<file path="src/rtl/matrix_pkg.sv">
// matrix_pkg: shared definitions for the matrix operand datapath.
//   FLOAT_W         - width of one IEEE-754 single-precision element
//   loader_state_t  - matrix_loader FSM states (IDLE/LOAD/PRESENT)
//   cnt_width()     - bit width needed to count 0..n-1 (minimum 1)
package matrix_pkg;

    localparam int FLOAT_W = 32;

    typedef enum logic [1:0] {
        IDLE,
        LOAD,
        PRESENT
    } loader_state_t;

    function automatic int cnt_width(input int n);
        return (n <= 1) ? 1 : $clog2(n);
    endfunction

endpackage

</file>
<file path="src/rtl/matrix_index_gen.sv">
// matrix_index_gen: row/column counters that walk the slots of a rows x cols
// matrix, one step per accepted word, and return to (0,0) after the last slot.
// Ordering: row-major stream by default (c advances first); when
// MATRIX_LOADER_TRANSPOSE_EN is defined the stream is column-major (r advances
// first). The slot index is always the row-major position r*cols+c.
// Ports:
//   clk, rst  - clock, synchronous active-high reset (counters to 0)
//   advance   - step to the next slot on this edge
//   slot      - row-major slot index addressed by the current counters
//   last      - current slot is the final one of the matrix
module matrix_index_gen
    import matrix_pkg::*;
#(
    parameter int rows = 2,
    parameter int cols = 2
) (
    input  logic                               clk,
    input  logic                               rst,
    input  logic                               advance,
    output logic [cnt_width(rows*cols)-1:0]    slot,
    output logic                               last
);

    localparam int RW     = cnt_width(rows);
    localparam int CW     = cnt_width(cols);
    localparam int SLOT_W = cnt_width(rows * cols);

    logic [RW-1:0] r;
    logic [CW-1:0] c;
    logic          r_end;
    logic          c_end;

    assign r_end = (r == RW'(rows - 1));
    assign c_end = (c == CW'(cols - 1));
    assign last  = r_end && c_end;
    assign slot  = SLOT_W'(int'(r) * cols + int'(c));

    always_ff @(posedge clk) begin
        if (rst) begin
            r <= '0;
            c <= '0;
        end else if (advance) begin
            if (last) begin
                r <= '0;
                c <= '0;
`ifdef MATRIX_LOADER_TRANSPOSE_EN
            end else if (r_end) begin
                r <= '0;
                c <= c + CW'(1);
            end else begin
                r <= r + RW'(1);
`else
            end else if (c_end) begin
                c <= '0;
                r <= r + RW'(1);
            end else begin
                c <= c + CW'(1);
`endif
            end
        end
    end

endmodule

</file>
<file path="src/rtl/matrix_loader.sv">
// matrix_loader: stream-to-matrix deserializer for one matrix_multiplier
// operand. Accepts 32-bit words over in_stb/in_ack, packs them into the flat
// operand bus, then presents the full matrix over out_stb/out_ack.
// Optional build macro: MATRIX_LOADER_TRANSPOSE_EN (column-major input stream).
// Ports:
//   clk, rst    - clock, synchronous active-high reset
//   in_data     - IEEE-754 single word, transported unmodified
//   in_stb      - upstream word valid
//   in_ack      - loader ready; transfer on in_stb && in_ack
//   matrix_out  - flat matrix, element (r,c) at [32*(r*cols+c) +: 32]
//   out_stb     - matrix complete and valid
//   out_ack     - consumer accepted; handoff on out_stb && out_ack
module matrix_loader
    import matrix_pkg::*;
#(
    parameter int rows = 2,
    parameter int cols = 2
) (
    input  logic                              clk,
    input  logic                              rst,
    input  logic [FLOAT_W-1:0]                in_data,
    input  logic                              in_stb,
    output logic                              in_ack,
    output logic [0:FLOAT_W*rows*cols-1]      matrix_out,
    output logic                              out_stb,
    input  logic                              out_ack
);

    localparam int NUM    = rows * cols;
    localparam int SLOT_W = cnt_width(NUM);

    loader_state_t     state;
    logic              xfer;
    logic [SLOT_W-1:0] slot;
    logic              last;

    // in_ack is only high in LOAD, so this is exactly a LOAD-state transfer.
    assign xfer = in_stb && in_ack;

    matrix_index_gen #(
        .rows (rows),
        .cols (cols)
    ) u_index (
        .clk     (clk),
        .rst     (rst),
        .advance (xfer),
        .slot    (slot),
        .last    (last)
    );

    always_ff @(posedge clk) begin
        if (rst) begin
            state      <= IDLE;
            in_ack     <= 1'b0;
            out_stb    <= 1'b0;
            matrix_out <= '0;
        end else begin
            case (state)
                IDLE: begin
                    state  <= LOAD;
                    in_ack <= 1'b1;
                end
                LOAD: begin
                    if (xfer) begin
                        for (int unsigned i = 0; i < NUM; i++) begin
                            if (slot == SLOT_W'(i)) begin
                                matrix_out[FLOAT_W*i +: FLOAT_W] <= in_data;
                            end
                        end
                        if (last) begin
                            state   <= PRESENT;
                            in_ack  <= 1'b0;
                            out_stb <= 1'b1;
                        end
                    end
                end
                PRESENT: begin
                    if (out_ack) begin
                        state   <= LOAD;
                        out_stb <= 1'b0;
                        in_ack  <= 1'b1;
                    end
                end
                default: begin
                    state   <= IDLE;
                    in_ack  <= 1'b0;
                    out_stb <= 1'b0;
                end
            endcase
        end
    end

endmodule
</file>
<file path="config.mk">
export PLATFORM = sky130hd
export DESIGN_NAME = matrix_loader
export DESIGN_NICKNAME = d
export VERILOG_FILES = /design/src/rtl/matrix_pkg.sv /design/src/rtl/matrix_index_gen.sv /design/src/rtl/matrix_loader.sv
export SDC_FILE = /design/constraint.sdc
export NUM_CORES = 1
export LEC_CHECK = 0
export ABC_AREA = 1
export ABC_CLOCK_PERIOD_IN_PS = 1500
export BUFFER_PORTS_ARGS = -buffer_cell sky130_fd_sc_hd__buf_2
export CAP_MARGIN = 20
export CORE_AREA = 2 2 78 137
export CTS_BUF_LIST = sky130_fd_sc_hd__clkbuf_4
export DETAILED_ROUTE_END_ITERATION = 16
export DIE_AREA = 0 0 80 139
export PLACE_DENSITY = 0.78
export SLEW_MARGIN = 20
export SYNTH_ARGS = -nofsm -noshare
export SYNTH_HDL_FRONTEND = slang
export SYNTH_SLANG_ARGS = --single-unit
</file>
<file path="constraint.sdc">
create_clock -name clk -period 1.5 [get_ports clk]
set_input_delay 0.225 -clock clk [delete_from_list [all_inputs] [get_ports clk]]
set_output_delay 0.225 -clock clk [all_outputs]
set_load 0.02 [all_outputs]
</file>
Yosys cells after proc, flatten, opt, wreduce, memory -nomap -nowiden:

Index checks and enable logic that the tools add are counted.
Widths: inputs -> output; s select.

* register bits: 134
* bits of input ports: 36
* output and inout port bits: 130
* word-level logic and storage cells: 49

* $add $sub $neg: 3
* equal/unequal tests: 8
* multiplexer cells: 16
* bitwise operators: 1
* reduce and logical (&&, ||, !) cells: 12

Operators by type and width (number)
* $reduce_and 3->1: 5
* $mux 1: 10
* $eq 2x2->1 const B: 3
* $mux 2: 3
* $pmux 1 s3: 2
* $pmux 2 s3: 1
* $eq 2x1->1 const B: 2
* $logic_not 2->1: 2
* $ne 2x2->1 const B: 2
* $reduce_and 4->1: 1
* $add 1x1->1 const B: 2
* $add 2x1->2: 1
* $logic_and 1x1->1: 2
* $ne 2x1->1 const B: 1
* $reduce_and 2->1: 1
* $reduce_bool 2->1: 1
* $not 1->1: 1

Depth between registers and ports, before layout:

* depth after elaboration: 4
* depth in mapped cells: 8
* gate-level depth less buffers: 7

Modules after synthesis:

Synthesis repeated with hierarchy kept, for this count alone.

* cells, all modules: 607
* area total of the unflattened synthesis: 4762.1 um^2

Modules (own cells, without submodules)
* matrix_loader: times used 1, cells each 592, area an instance 4663.2 um^2, sequential area each 2622.5 um^2
* matrix_index_gen: times used 1, cells each 15, area an instance 98.8 um^2, sequential area each 40.0 um^2

Least setup slack after synthesis:

Ideal clock, no wire load.

* path kind: register -> register
* start: register in_ack
* end: register matrix_out[65] (netlist bit)
* setup time: 116 ps
* arrival time: 1217 ps
* required time: 1384 ps
* slack: 167 ps
* stages on the path, launching flop included: 7
* path buffers: 1
* period minus slack after synthesis: 1333 ps
* cell sequence: dfxtp_1 > nand2_2 > nor2_4 > nand2_2 > clkbuf_1 > o21ai_0 > nor2_1

* word-level cells in the longest chain between the ends: 2

Ends and longest elaborated chain
* from (decl): RTL line matrix_loader.sv:23 `output logic in_ack,`
* from (signal assigned): RTL line matrix_loader.sv:54 `in_ack <= 1'b0;`
* from (signal assigned): RTL line matrix_loader.sv:61 `in_ack <= 1'b1;`
* from (signal assigned): RTL line matrix_loader.sv:72 `in_ack <= 1'b0;`
* $logic_and 1x1->1: RTL line matrix_loader.sv:38 `assign xfer = in_stb && in_ack;`
* $reduce_and 3->1 (no source line)
* to (signal, indexed assignment): RTL line matrix_loader.sv:67 `matrix_out[FLOAT_W*i +: FLOAT_W] <= in_data;`
* to (decl): RTL line matrix_loader.sv:24 `output logic [0:FLOAT_W*rows*cols-1] matrix_out,`

Every way passes these cells.
A chain may end at the register's enable or synchronous reset.

Worst setup path after layout:

* start: register state[1]
* end: register matrix_out[71] (netlist bit)

* word-level cells in the longest chain between the ends: 2

Ends and longest elaborated chain
* from (decl): RTL line matrix_loader.sv:32 `loader_state_t state;`
* from (signal assigned): RTL line matrix_loader.sv:53 `state <= IDLE;`
* from (signal assigned): RTL line matrix_loader.sv:60 `state <= LOAD;`
* from (signal assigned): RTL line matrix_loader.sv:71 `state <= PRESENT;`
* $eq 2x1->1: RTL line matrix_loader.sv:58 `case (state)`
* $reduce_and 3->1 (no source line)

Every way passes these cells.

==> impl_metrics.csv <==
group,metric,value,unit
detailed_routing,route.vias.total,5201,
detailed_routing,drt_wl_total,15700,µm
sta,slew_viol_final,0,
clocking,clk_latency,520,ps
grt,grtUsageTotal,28.7,%
clocking,cts_root_buffer,"clkbuf_4",
yosys,synth_top_area_share,54.7,%
worst_hold_path,hold_class,"in -> reg",
floorplanning,die-width,80,µm
final_layout,areaGrowthSynthToFinish,34.5,%
grt,grt_antenna_before_repair,1,
yosys,syn-instance-count,605,
grt,grt_pass1_vias,5047,
pwr,powerDensity,1020,nW/µm²
yosys,synth_fp_nets,641,
grt,grt_max_degree,101,
worst_hold_path,worst_hold_path.endpoint,"state[1]$_SDFFE_PP0P_",
final_layout,fillers,846,
grt,grt_pass1_wl,24900,µm
yosys,yosysWarnings,0,
clocking,cts_made_buffers,17,
detailed_routing,ant_nets,0,
final_layout,nets,835,
pwr,p_comb_share,8.3,%
placement,place_congestion,0.894,
clocking,cts_tree,"yes",
pwr,leakage,2.81,nW
sta,finalCritPeriodShare,94.5,%
pwr,switching_share,24.0,%
worst_setup_path,worstPathArrival,1830,ps
floorplanning,die_y,139,µm
detailed_routing,first_pass_iters,5,
grt,grt_overflow_total,0,
yosys,synth_area_leaders,"dfxtp_1, a21oi_1, nand2_1, nand3_1, nor2_1",
worst_setup_path,reg2regPathDepth,7,
placement,dp.cells,871,
placement,dp_hpwl,10700,µm
sta,rsz0062_at_grt,"false",
yosys,syn_area,4900,µm²
worst_setup_path,end_kind,"flop",
flow_run,max_cap_violations,0,
yosys,ys_ff_latch,134,
pwr,p_clk_share,38.0,%
floorplanning,coreArea,10100,µm²
clocking,clk_pin_slew,110,ps
worst_setup_path,startpoint,"state[1]$_SDFFE_PP0P_",
yosys,syn_area_per_cell,8.11,µm²
clocking,cts_sinks,134,
sta,hold_viol,0,
floorplanning,row_count,49,
floorplanning,fp.dieArea,11100,µm²
sta,setup_viol,0,
worst_hold_path,hold_start,"out_ack",
floorplanning,start_util,48.8,%
pwr,finalPower,6.75,mW
detailed_routing,drc,0,
sta,fin_hold_ws,79.7,ps
detailed_routing,drtIter0Drc,275,
final_layout,fin_area,6600,µm²
detailed_routing,viasPerCell,5.54,
clocking,cts_buffer_depth,2,
worst_hold_path,worstHoldPathCells,3,
sta,max_freq,0.705,GHz
yosys,synth_cell_type_count,18,
run_status,status,"completed",
final_layout,drive_above_1_share,29.1,%
sta,finalSetupTns,0,ps
pwr,peakVddDrop,0.000625,V
yosys,synth_edf_count,0,
worst_setup_path,start_kind,"flop",
yosys,yosysTopAreaCell,"dfxtp_1",
sta,slew_headroom,70.2,%
yosys,synth_flop_cell,"dfxtp_1",
clocking,cts_htree_levels,4,
floorplanning,ios,166,
yosys,synth_most_common_cell,"dfxtp_1",
sta,finalClockSkew,11.2,ps
final_layout,final_cells,939,
sta,max_slew.worst_pin.slew,448,ps
worst_setup_path,rrSetupSlack,80,ps
yosys,synth_top_cells_by_count,"dfxtp_1, nand2_1, a21oi_1, nand3_1, nor2_1",
yosys,ys_seq_area_share,54.7,%
detailed_routing,wl_per_cell,16.7,µm
worst_setup_path,r2r_end,"matrix_out[71]$_SDFFE_PP0P_",
worst_setup_path,cp_max_fo,25,
placement,port_buffers,165,
worst_setup_path,reg2reg_from,"state[1]$_SDFFE_PP0P_",
pwr,switchingPower,1.62,mW
sta,period_needed,1420,ps
placement,placed_area,5890,µm²
worst_setup_path,required,1910,ps
yosys,async_reset_ff_share,0,%
pwr,seqPwrFrac,53.7,%
worst_setup_path,crit_type,"reg -> reg",
pwr,p_int,5.13,mW
==> cell families after synthesis <==
kind of cell | share of synthesized area (%)
and+or+nand+nor | 25.1
DFF | 54.7
buffers and inverters | 6.30
AOI/OAI and AO/OA | 13.9
==> sequential cells by signal, indices dropped and copies added, names as in the netlist <==
signal,cells
state,2
out_stb,1
u_index.r,1
in_ack,1
u_index.c,1
matrix_out,128
==> cells in the final DEF (no fill, tap or decap) <==
cell	synthesis	final
buf_12	0	8
clkbuf_4	0	19
dlygate4sd3_1	0	32
buf_6	7	2
nand2_4	0	1
dfxtp_2	0	1
nand3b_1	1	1
nand4_1	32	32
buf_2	19	164
nand2_2	4	3
dfxtp_1	134	133
o21ai_1	0	1
bufinv_16	0	4
a21oi_2	0	1
inv_2	5	4
nor2_4	2	2
nor2_2	1	2
clkinv_1	0	4
nand2_1	102	102
clkbuf_16	0	1
diode_2	0	1
inv_1	3	3
nand3_1	67	67
clkinvlp_4	0	2
a21oi_1	100	99
clkinv_2	0	2
a31oi_1	1	1
o21ai_0	35	34
inv_4	0	1
nor2_1	67	66
buf_4	3	19
==> final cells by class <==
class | instances | area (µm²) | area share (%)
Sequential cell | 134 | 2680 | 40.7
Multi-Input combinational cell | 412 | 1920 | 29.2
Timing Repair Buffer | 226 | 1490 | 22.6
Clock inverter | 12 | 160 | 2.43
Tap cell | 127 | 159 | 2.41
Clock buffer | 19 | 143 | 2.16
Inverter | 8 | 32.5 | 0.493
Antenna cell | 1 | 2.50 | 0.0379
==> what timing repair did <==
item | in CTS | in global routing
hold buffers | 32 | 0
setup buffers | 0 | 3
resized for setup | 0 | 7
endpoints found under the setup margin | 0 | 70
hold endpoints to repair | 83 | 0
==> worst max-delay path, stage by stage, from the launching register on <==
cell     delay (ps)
dfxtp_1         370
inv_2            90
nand2_2          60
nor2_4          210
nand2_4         120
buf_6           200
o21ai_0         190
nor2_1           70
==> power groups by stage <==
stage	registers (mW)	logic [mW]	clock network [mW]
after global placement	3.70	0.460	0
after floorplan	3.74	0.217	0
after CTS	3.62	0.539	2.61
after global routing	3.63	0.599	2.79
final	3.62	0.562	2.57
after detailed placement	3.70	0.474	0
==> worst max path at each step <==
| stage | end | slack (ps) |
|---|---|---|
| after floorplan | matrix_out[65]$_SDFFE_PP0P_ | 170 |
| after global placement | matrix_out[99]$_SDFFE_PP0P_ | 130 |
| after detailed placement | matrix_out[97]$_SDFFE_PP0P_ | 30 |
| after CTS | matrix_out[113]$_SDFFE_PP0P_ | 10 |
| after global routing | matrix_out[71]$_SDFFE_PP0P_ | 2 |
| final | matrix_out[71]$_SDFFE_PP0P_ | 80 |
==> metrics by stage <==
step | utilization [%] | setup WS (ps)
floorplan | - | 167
detailed placement | 58.6 | 33.5
global route | 65.6 | 2.08
global placement | 58.6 | 125
CTS | 64.8 | 9.57
finish | 65.6 | 82.5
==> layer usage <==
| layer | track usage (%) | share of wire, % | wire (µm) | vias to the layer above |
|---|---|---|---|---|
| met1 | 31.6 | 36 | 5700 | 2437 |
| met5 | 0 | 0 | 0 | - |
| li1 | - | - | - | 2444 |
| met4 | 16.1 | 4.9 | 769 | 0 |
| met2 | 49.7 | 53 | 8280 | 264 |
| met3 | 6.32 | 6.1 | 960 | 56 |
Power figures use the tool's default switching activity.
